==> config.mk <==
export PLATFORM = sky130hd
export DESIGN_NAME = inv_square_fp16
export DESIGN_NICKNAME = d
export VERILOG_FILES = /design/src/rtl/fpu16_pkg.sv /design/src/rtl/fp16_mant_div.sv /design/src/rtl/inv_square_fp16.sv
export SDC_FILE = /design/constraint.sdc
export NUM_CORES = 1
export LEC_CHECK = 0
export BUFFER_PORTS_ARGS = -buffer_cell sky130_fd_sc_hd__buf_4
export CORE_ASPECT_RATIO = 1.5
export CORE_UTILIZATION = 30
export CTS_CLUSTER_DIAMETER = 120
export DETAILED_ROUTE_END_ITERATION = 8
export HOLD_SLACK_MARGIN = 0.12
export PLACE_DENSITY = 0.47
export SLEW_MARGIN = 10
export SYNTH_ARGS = -nofsm -noshare
export SYNTH_HDL_FRONTEND = slang
export SYNTH_SLANG_ARGS = --single-unit
==> constraint.sdc <==
create_clock -name clk -period 7.8 [get_ports clk]
set_input_delay 1.56 -clock clk [delete_from_list [all_inputs] [get_ports clk]]
set_output_delay 1.56 -clock clk [all_outputs]
set_load 0.01 [all_outputs]
==> src/rtl/fpu16_pkg.sv <==
// fpu16_pkg: shared FSM states, binary16 constants and OFUF status codes.
package fpu16_pkg;
   typedef enum logic [2:0] {IDLE, SQUARE, DIVIDE, PACK, DONE} state_t;
   localparam int FP16_BIAS = 15;
   localparam logic [15:0] FP16_POS_INF = 16'h7C00;
   localparam logic [15:0] FP16_QNAN = 16'h7E00;
   localparam logic [1:0] OFUF_NONE = 2'b00;
   localparam logic [1:0] OFUF_UF = 2'b01;
   localparam logic [1:0] OFUF_OF = 2'b10;
endpackage

==> src/rtl/fp16_mant_div.sv <==
// fp16_mant_div: restoring divider computing 1.0/divisor, one quotient bit per cycle.
// The divisor lies in [1,2) with 1.0 = 2^(W-1); the remainder is kept for rounding.
module fp16_mant_div #(
   parameter int STEPS = 11,
   parameter int W = 22
) (
   input  logic             clk,
   input  logic             reset,
   input  logic             start,
   input  logic [W-1:0]     divisor,
   output logic             busy,
   output logic [STEPS-1:0] quotient,
   output logic [W:0]       remainder
);
   localparam int CW = $clog2(STEPS + 1);
   logic [W-1:0] d;
   logic [CW-1:0] cnt;
   logic [W:0] twice;
   logic ge;
   assign twice = {remainder[W-1:0], 1'b0};
   assign ge = twice >= {1'b0, d};
   always_ff @(posedge clk or negedge reset) begin
      if (!reset) begin
         d <= '0;
         cnt <= '0;
         busy <= 1'b0;
         quotient <= '0;
         remainder <= '0;
      end else if (start) begin
         d <= divisor;
         cnt <= CW'(STEPS);
         busy <= 1'b1;
         quotient <= '0;
         remainder <= {2'b01, {(W-1){1'b0}}};
      end else if (busy) begin
         remainder <= ge ? twice - {1'b0, d} : twice;
         quotient <= {quotient[STEPS-2:0], ge};
         cnt <= cnt - CW'(1);
         busy <= cnt != CW'(1);
      end
   end
endmodule

==> src/rtl/inv_square_fp16.sv <==
// inv_square_fp16: multicycle binary16 1/(Y*Y) (IDLE, SQUARE, DIVIDE, PACK, DONE).
// Define INV_SQUARE_RNE_EN for round-to-nearest-even with a 12-step divide; default truncates.
module inv_square_fp16
   import fpu16_pkg::*;
(
   input  logic        clk,
   input  logic        reset,
   input  logic        start,
   input  logic [15:0] Yin,
   output logic [15:0] result,
   output logic        done,
   output logic [1:0]  OFUF
);
`ifdef INV_SQUARE_RNE_EN
   localparam int DIV_STEPS = 12;
`else
   localparam int DIV_STEPS = 11;
`endif
   state_t state, state_n;
   logic [14:0] y;
   logic special, pack_wait, unity, accept, special_in, div_busy, carry;
   logic signed [7:0] e2, e2_sq, exp_b;
   logic [3:0] step;
   logic [10:0] sig;
   logic [21:0] prod, m_norm;
   logic [DIV_STEPS-1:0] quo;
   logic [22:0] rem;
   logic [9:0] frac;
   logic [15:0] pack_res;
   logic [1:0] pack_of;

   assign sig = {1'b1, y[9:0]};
   assign prod = sig * sig;
   assign m_norm = prod[21] ? prod : {prod[20:0], 1'b0};
   assign e2_sq = $signed({2'b00, y[14:10], prod[21]}) - $signed(8'(2 * FP16_BIAS));
   assign accept = (state == IDLE || state == DONE) && start;
   assign special_in = Yin[14:10] == 5'd0 || Yin[14:10] == 5'd31;
   assign done = state == DONE;

   fp16_mant_div #(.STEPS(DIV_STEPS), .W(22)) u_div (
      .clk(clk),
      .reset(reset),
      .start(state == SQUARE),
      .divisor(m_norm),
      .busy(div_busy),
      .quotient(quo),
      .remainder(rem)
   );

   // quotient MSB is the implicit leading one; the exactly-1.0 square bypasses it
`ifdef INV_SQUARE_RNE_EN
   logic [10:0] frac_sum;
   logic quo_unused;
   assign frac_sum = {1'b0, quo[10:1]} + {10'd0, quo[0] & ((|rem) | quo[1])};
   assign carry = frac_sum[10] & ~unity;
   assign frac = unity ? 10'd0 : frac_sum[9:0];
   assign quo_unused = quo[11];
`else
   logic div_unused;
   assign div_unused = ^{quo[10], rem};
   assign carry = 1'b0;
   assign frac = unity ? 10'd0 : quo[9:0];
`endif
   assign exp_b = $signed(8'(FP16_BIAS)) - (unity ? 8'sd0 : 8'sd1) - e2 + $signed({7'd0, carry});

   always_comb begin
      pack_res = {1'b0, exp_b[4:0], frac};
      pack_of = OFUF_NONE;
      if (special) begin
         pack_res = y[14:10] == 5'd0 ? FP16_POS_INF : y[9:0] == 10'd0 ? 16'h0000 : FP16_QNAN;
         pack_of = y[14:10] == 5'd0 ? OFUF_OF : y[9:0] == 10'd0 ? OFUF_UF : OFUF_NONE;
      end else if (exp_b >= 8'sd31) begin
         pack_res = FP16_POS_INF;
         pack_of = OFUF_OF;
      end else if (exp_b <= 8'sd0) begin
         pack_res = 16'h0000;
         pack_of = OFUF_UF;
      end
   end

   always_comb begin
      state_n = state;
      case (state)
         IDLE, DONE: if (start) state_n = special_in ? PACK : SQUARE;
         SQUARE:     state_n = DIVIDE;
         DIVIDE:     if (div_busy && step == 4'(DIV_STEPS - 1)) state_n = PACK;
         PACK:       if (!pack_wait) state_n = DONE;
         default:    state_n = IDLE;
      endcase
   end

   // special operands spend two cycles in PACK: classify, then commit
   always_ff @(posedge clk or negedge reset) begin
      if (!reset) begin
         state <= IDLE;
         y <= '0;
         special <= 1'b0;
         pack_wait <= 1'b0;
         e2 <= '0;
         unity <= 1'b0;
         step <= '0;
         result <= 16'h0000;
         OFUF <= OFUF_NONE;
      end else begin
         state <= state_n;
         if (accept) begin
            y <= Yin[14:0];
            special <= special_in;
            pack_wait <= special_in;
         end else if (state == PACK) begin
            pack_wait <= 1'b0;
         end
         if (state == SQUARE) begin
            e2 <= e2_sq;
            unity <= prod == 22'h100000;
         end
         step <= state == DIVIDE ? step + 4'd1 : 4'd0;
         if (state == PACK && !pack_wait) begin
            result <= pack_res;
            OFUF <= pack_of;
         end
      end
   end
endmodule

Yosys cells after proc, flatten, opt, wreduce, memory -nomap -nowiden. Index checks and enable logic that the tools add are counted.

$lt $le $gt $ge: 3. Muxes and demuxes: 30. Equal/unequal tests: 11. Add/sub/neg operators: 6. Reductions and logical operators: 14. Multiply operators: 1.

Operators by type and width (number): 22-bit 2-to-1 mux (4); 15-bit 2-to-1 mux (4); 10-bit 2-to-1 mux (3); 23-bit by 22-bit >= comparator with 1-bit output (1); 22-bit by 21-bit == test with 1-bit output, second input constant (1); 11-bit by 11-bit multiplier with 22-bit output (1); 22-bit subtractor (1); 16-bit 2-to-1 mux (1); 4-bit 2-to-1 mux (3); 3-bit case mux with 4 select lines (1); 10-bit zero test (1); 5-bit zero test (2); 3-bit 2-to-1 mux (3); 8-bit by 6-bit >= comparator with 1-bit output, second input constant (1); 8-bit by 1-bit <= comparator with 1-bit output, second input constant (1); 2-bit 2-to-1 mux (4); 5-bit by 8-bit subtractor with 8-bit output (1); 1-bit 2-to-1 mux (7); 6-bit by 5-bit subtractor with 7-bit output, second input constant (1); 3-bit by 2-bit == test with 1-bit output, second input constant (2); 2-bit inequality test, second input constant (3); 5-bit == test, second input constant (1); 4-bit by 1-bit subtractor with 5-bit output, first input constant (1); 4-bit by 1-bit adder with 4-bit output, second input constant (1); 12 further kinds (16).

Word-level logic and storage cells: 79. Register bits: 110. Input bits: 19. Output and inout port bits: 19.

Longest topological paths before layout. Gate-level depths: netlist of run 1.

Word-level depth: 7. Mapped depth: 23. Gate-level depth less buffers: 22.

By module. Synthesis of run 1 repeated with hierarchy kept, for this count alone.

Cell total of the unflattened synthesis: 1095. Area, all modules: 9778.1 µm².

By module, submodules not included: inv_square_fp16 (cells each 642, area an instance 5910.7 µm², seq. area each 1226.2 µm², instances 1); fp16_mant_div (cells each 453, area an instance 3867.5 µm², seq. area each 1526.5 µm², instances 1).

Least setup slack after synthesis of run 1. No wires, ideal clock.

Path kind: register -> register. From: reg y[1]. To: reg unity. Data arrival time: 5908 ps. Path buffers: 1. Required time: 7708 ps. Path slack: 1800 ps. Period minus slack after synthesis: 6000 ps. Setup time: 92 ps. Cell stages (with the launch flop): 21. Cells stage by stage: dfrtp_1 > clkbuf_1 > clkinv_1 > fa_1 > inv_1 > fa_1 > fa_1 > fa_1 > inv_1 > fa_1 > inv_1 > ha_1 > or2_2 > nand4_1 > a2bb2oi_2 > xnor2_1 > or4_1 > or4_1 > nor4_2 > nand3_1 > o31ai_2.

Longest elaborated chain between the ends: 2.

RTL lines: start: declaration (line inv_square_fp16.sv:20) `logic [14:0] y;`; start signal: assignment (line inv_square_fp16.sv:107) `y <= Yin[14:0];`; 11-bit by 11-bit multiplier with 22-bit output (line inv_square_fp16.sv:33) `assign prod = sig * sig;`; 22-bit by 21-bit == test with 1-bit output (line inv_square_fp16.sv:115) `unity <= prod == 22'h100000;`; end signal: assignment (line inv_square_fp16.sv:100) `unity <= 1'b0;`; end signal: assignment (line inv_square_fp16.sv:115); end: declaration (line inv_square_fp16.sv:21) `logic special, pack_wait, unity, accept, special_in, div_busy, carry;`.

No other way between the ends. A chain may end at the register's enable or synchronous reset.

Worst setup path after layout of run 1.
From: reg y[4]. To: reg unity.

Same word-level chain as after synthesis.

==> metrics.txt, run 1 <==
Worst Slack Setup Final 1.16 ns; row cnt 79; drt initial violations 171; # Max-Cap Violations 0; Initial Utilization 0.304; Die W 147 um; Place WS approximately 1.1 ns; Fin. Hold Viols 0; share of cells above drive strength 1 0.0813; Hold Path Class reg2reg; FMAX between 150 and 200 MHz; crit start category flop; # Post-CTS Setup Buffers 0; PostCTS Resize Cnt 0; via count 6956; Slew Viols, Final 0; crit-path leading delay family adder cells; Worst Tran Pin Value 1.11 ns; I/O pins 38; worst rel slew slack 0.258; Avg Cell Area, Syn between 9 and 10 um2; gr ovfl total 0; worst skew pair latency between 0.3 and 0.4 ns; status finished clean; gpl congestion 0.775; Post-Route Setup TNS 0 ns; #FFs+latches synth 108; ys async rst share 1.00; placed cells between 1000 and 1500; buffer and inverter count on the worst path 3; core box area 0.0309 mm2; largest net degree at the start of global routing 74; clock sink count roughly 110; DRC errors left 0; Post-Syn Instances 1039; Synth Flop Type dfrtp_1; ANT nets after route 0; RSZ-0062 raised after global routing false; crit-path max FO 10; initial antenna violation count 0; number of synthesized flops with an enable pin 0; # hold bufs at CTS 0; CP cell instances clkinv_1, nor2_1, fa_1, fa_1, fa_1, fa_1, inv_1, fa_1, inv_1, ha_1, a21oi_1, o21bai_1, a41oi_2, xnor2_1, or4_1, or4_1, nor4_2, nand3_1, o31ai_2; Diodes inserted 0; total track usage 0.142; warnings from Yosys 0; CP max stage cell fa_1; synthesized area 0.00942 mm2; Root Driver clkbuf_16; CP endpoint kind flop; TritonCTS clock tree built; vias in the first global route between 7000 and 8000; Reg clk slew, reported paths approximately 0.08 ns; WL/cell about 14 um; Final nets between 1000 and 1500; Setup Skew ~0.015 ns; R2R Setup Slk 1.16 ns; Buffers on Ports 35; distinct cell type count after synthesis 66; maximum clock insertion buffer count 2; Final period util 0.851; CTS H-tree lvls 3; full die area 0.0321 mm2; setup violators final 0; minimum clock period roughly 6.6 ns; TritonCTS Buffers 9; max incr delay on CP roughly 0.55 ns; Non-Filler Instances between 1000 and 1500; Critical Path RT between 8 and 9 ns; Crit Path Class reg2reg; Arr. time, crit path between 6 and 7 ns; Routed WL 21200 um; most frequent cell on the critical path fa_1; sequential element share of the synthesized area 0.287; dpl hpwl around 17000 um; first-pass GRT wire length between 30000 and 40000 um; Synth Net Count approximately 1200; Area Growth Syn to Fin 10.4%; DRT Pass-1 Iters 4; Die Ht ~220 um; Via density 4.75
==> final timing paths <==
path                            start          to  cells after the start
max                              y[4]       unity                     19
min                        u_div.d[9]  u_div.d[9]                      2
max reg2reg                      y[4]       unity                     19
min reg2reg                u_div.d[9]  u_div.d[9]                      2
max in group asynchronous       reset  u_div.busy                      2
min in group asynchronous       reset   result[5]                      1
==> synth_stat cells (6+ instances only) <==
cell type	number	area, um2
nand4_1	7	43.8
buf_2	6	30.0
xnor2_1	40	350
a211oi_1	10	75.1
nand3_1	13	65.1
nor2b_1	7	43.8
a21o_1	21	158
a21oi_1	56	280
inv_1	144	541
ha_1	90	1130
nand2b_1	8	50.1
clkbuf_1	30	113
xor2_1	16	140
nor2_1	62	233
dfrtp_1	108	2700
o21bai_1	8	60.1
fa_1	65	1300
nand2_1	109	409
and2_1	9	56.3
o21ai_0	92	460
or4_1	7	52.6
mux2i_1	40	400
mux2_2	6	67.6
nor3_1	8	40.0
==> cell type report <==
type / count / area (um2)
inverter: 148 / 556
clock inverter: 7 / 86.3
tap: 405 / 507
sequential: 108 / 2700
multi-input combinational: 742 / 5990
fill: 3269 / 20500
timing repair buffer: 44 / 330
clock buffer: 9 / 225
==> per-layer routing <==
metal  share of wire  routed length (um)  vias up  global-route usage
met4           0.026                 541        0              0.0573
li1                -                   -     3495                   -
met2            0.55               11700       48               0.277
met5               0                   0        -                   0
met1            0.41                8670     3387               0.152
met3           0.013                 282       26              0.0166
==> logic make-up after synthesis <==
logic type	count (synthesis)	share of synthesized area
AOI/OAI and AO/OA	231	0.150
xor gates and xnor gates	56	0.0521
adders and majority gates	155	0.258
and+or+nand+nor	253	0.125
other	1	0.000398
DFF	108	0.287
buffers and inverters	189	0.0781
muxes	46	0.0497
==> worst reg2reg max path: stages (launching register included) <==
cell	delay, ns
dfrtp_1	0.48
clkinv_1	0.44
nor2_1	0.35
fa_1	0.48
fa_1	0.53
fa_1	0.45
fa_1	0.55
inv_1	0.05
fa_1	0.53
inv_1	0.04
ha_1	0.34
a21oi_1	0.16
o21bai_1	0.09
a41oi_2	0.35
xnor2_1	0.16
or4_1	0.51
or4_1	0.54
nor4_2	0.19
nand3_1	0.13
o31ai_2	0.18
==> sequential cells by signal, indices dropped and copies added, names as in the netlist <==
signal and count:
e2 7, u_div.remainder 22, state 3, unity 1, pack_wait 1, y 15, u_div.cnt 4, u_div.d 22
OFUF 2, u_div.busy 1, result 15, u_div.quotient 10, special 1, step 4
==> per-stage QoR <==
stage / instance area (um2) / hold slack, ns / utilization
2_1_floorplan: 9420 / 0.448 / -
3_3_place_gp: 10100 / 0.463 / 0.326
3_5_place_dp: 10100 / 0.470 / 0.326
4_1_cts: 10400 / 0.488 / 0.336
5_1_grt: 10400 / 0.496 / 0.336
6_report: 10400 / 0.482 / 0.336
==> placed cells by master (no fill, tap or decap), drive strengths merged, types with 6 or more instances in the layout <==
master  synthesis  final
o21ai          93     93
a21oi          57     57
dfrtp         108    108
and2            9      9
a21o           22     22
inv           144    148
clkbuf         30      9
nor2           62     62
nor3            8      8
or4             7      7
nand2         109    109
ha             90     90
nor2b           7      7
mux2            6      6
nand3          13     13
nand4           7      7
o21bai          8      8
mux2i          40     40
a211oi         11     11
buf            11     44
clkinv          4      7
fa             65     65
xnor2          40     40
nand2b          8      8
xor2           16     16
Power of run 1 is not shown: default switching activity piles up to over one toggle a cycle in this logic, so the estimate is an artifact.
==> run 2, diff against run 1 <==
CORE_UTILIZATION = 45   (was 30)
PLACE_DENSITY = 0.63   (was 0.47)
==> run 2 against run 1 <==
Register-to-register slack improved by 0.05 ns; hold slack got worse by 0.0030 ns; maximum frequency up 0.75%; sequential cell count stayed put; critical path type unchanged; critical endpoint unchanged.
==> metrics.txt, run 2 (same netlist as run 1, synthesis figures left out) <==
Routed WL 19100 um (was 21200 um); Area Growth Syn to Fin 8.57% (was 10.4%); via count 6959 (was 6956); clock sink count 108 (unchanged); FMAX 152 MHz (was 151 MHz); status finished clean (unchanged); Root Driver clkbuf_16 (unchanged); CP endpoint kind flop (unchanged); commonest non-fill, non-tap cells in the layout 144 x inv_1, 109 x nand2_1, 107 x dfrtp_1 (unchanged); vias in the first global route 7099 (was 7260); crit start category flop (unchanged); PostCTS Resize Cnt 0 (unchanged); TritonCTS Buffers 9 (unchanged); initial antenna violation count 0 (unchanged); total track usage 0.193 (was 0.142); row cnt 64 (was 79); Buffers on Ports 35 (unchanged); Via density 5.26 (was 4.75); # Post-CTS Setup Buffers 0 (unchanged); setup violators final 0 (unchanged); DRC errors left 0 (unchanged); worst skew pair latency 0.37 ns (was 0.38 ns); CP max stage cell fa_1 (unchanged); WL/cell 14.4 um (was 14.5 um); TritonCTS clock tree built (unchanged); maximum clock insertion buffer count 2 (unchanged); worst rel slew slack 0.351 (was 0.258); largest net degree at the start of global routing 79 (was 74); Fin. Hold Viols 0 (unchanged); Worst Tran Pin Value 0.973 ns (was 1.11 ns); buffer and inverter count on the worst path 4 (was 3); Post-Route Setup TNS 0 ns (unchanged); Setup Skew 0.0103 ns (was 0.0154 ns); Slew Viols, Final 0 (unchanged); ANT nets after route 0 (unchanged); crit-path max FO 10 (unchanged); # Max-Cap Violations 0 (unchanged); share of cells above drive strength 1 0.0813 (unchanged); crit-path leading delay family adder cells (unchanged); Final period util 0.845 (was 0.851); Top Registers u_div.d x22, u_div.remainder x22 (unchanged); most frequent cell on the critical path fa_1 (unchanged); Die W 120 um (was 147 um); Final nets 1227 (unchanged); max incr delay on CP 0.65 ns (was 0.55 ns); gr ovfl total 0 (unchanged); Crit Path Class reg2reg (unchanged); drt initial violations 313 (was 171); commonest non-fill, non-tap cell in the layout inv_1 (unchanged); Diodes inserted 0 (unchanged); Arr. time, crit path 6.87 ns (was 6.93 ns); # hold bufs at CTS 0 (unchanged); minimum clock period 6.59 ns (was 6.64 ns); Critical Path RT 8.08 ns (was 8.09 ns); Reg clk slew, reported paths 0.08 ns (about the same); Die Ht 179 um (was 219 um); Initial Utilization 0.461 (was 0.304); CP cell instances clkinv_1, fa_1, inv_1, fa_1, fa_1, fa_1, inv_1, fa_1, inv_1, ha_1, a21oi_1, o21bai_1, a41oi_2, xnor2_1, or4_1, or4_1, nor4_2, nand3_1, o31ai_2 (was clkinv_1, nor2_1, fa_1, fa_1, fa_1, fa_1, inv_1, fa_1, inv_1, ha_1, a21oi_1, o21bai_1, a41oi_2, xnor2_1, or4_1, or4_1, nor4_2, nand3_1, o31ai_2); DRT Pass-1 Iters 4 (unchanged); full die area 0.0215 mm2 (was 0.0321 mm2); I/O pins 38 (unchanged); gpl congestion 0.798 (was 0.775); CTS H-tree lvls 3 (unchanged); first-pass GRT wire length 33100 um (was 35900 um); RSZ-0062 raised after global routing false (unchanged); core box area 0.0204 mm2 (was 0.0309 mm2); dpl hpwl 15000 um (was 16500 um); Hold Path Class reg2reg (unchanged)
==> run 2: area by class of cell <==
cell class	instances	area [um2]
fillers	1972	10200
flip-flops and latches	108	2700
clock inverters	7	87.6
clock buffers	9	225
inverters	148	556
multi-input cells	742	5990
well taps	264	330
repair buffers	44	330
==> run 2: worst reg2reg max path: stages (launching register included) <==
cell and delay (ns):
dfrtp_1 0.63, clkinv_1 0.45, fa_1 0.65, inv_1 0.05, fa_1 0.50, fa_1 0.52
fa_1 0.55, inv_1 0.06, fa_1 0.53, inv_1 0.04, ha_1 0.34, a21oi_1 0.16
o21bai_1 0.09, a41oi_2 0.31, xnor2_1 0.15, or4_1 0.49, or4_1 0.52, nor4_2 0.15
nand3_1 0.12, o31ai_2 0.19
==> run 2: through the flow <==
step	utilization	setup slack [ns]	instance area, um2	hold WS, ns	instances
CTS	0.501	1.11	10200	0.488	1322
global placement	0.485	1.11	9910	0.464	1306
finish	0.501	1.21	10200	0.479	1322
floorplan	-	1.80	9420	0.448	1039
detailed placement	0.485	1.14	9910	0.471	1306
global route	0.501	0.813	10200	0.507	1322
==> run 2: worst paths after layout <==
kind                           start    endpoint  slack, ns  cells after the start
setup / recovery                y[1]       unity       1.21                     19
hold / removal             result[3]   result[3]       0.48                      2
setup reg to reg                y[1]       unity       1.21                     19
hold reg to reg            result[3]   result[3]       0.48                      2
max in group asynchronous      reset  u_div.d[0]       5.35                      2
min in group asynchronous      reset   result[6]       1.12                      1
==> run 2: per-layer routing <==
metal,GRT usage,up-vias,wire (um)
li1,-,3489,-
met1,0.221,3391,8030
met2,0.364,53,10300
met3,0.0248,26,269
met4,0.0708,0,525
met5,0,-,0
Power of run 2 is left out for the same reason.
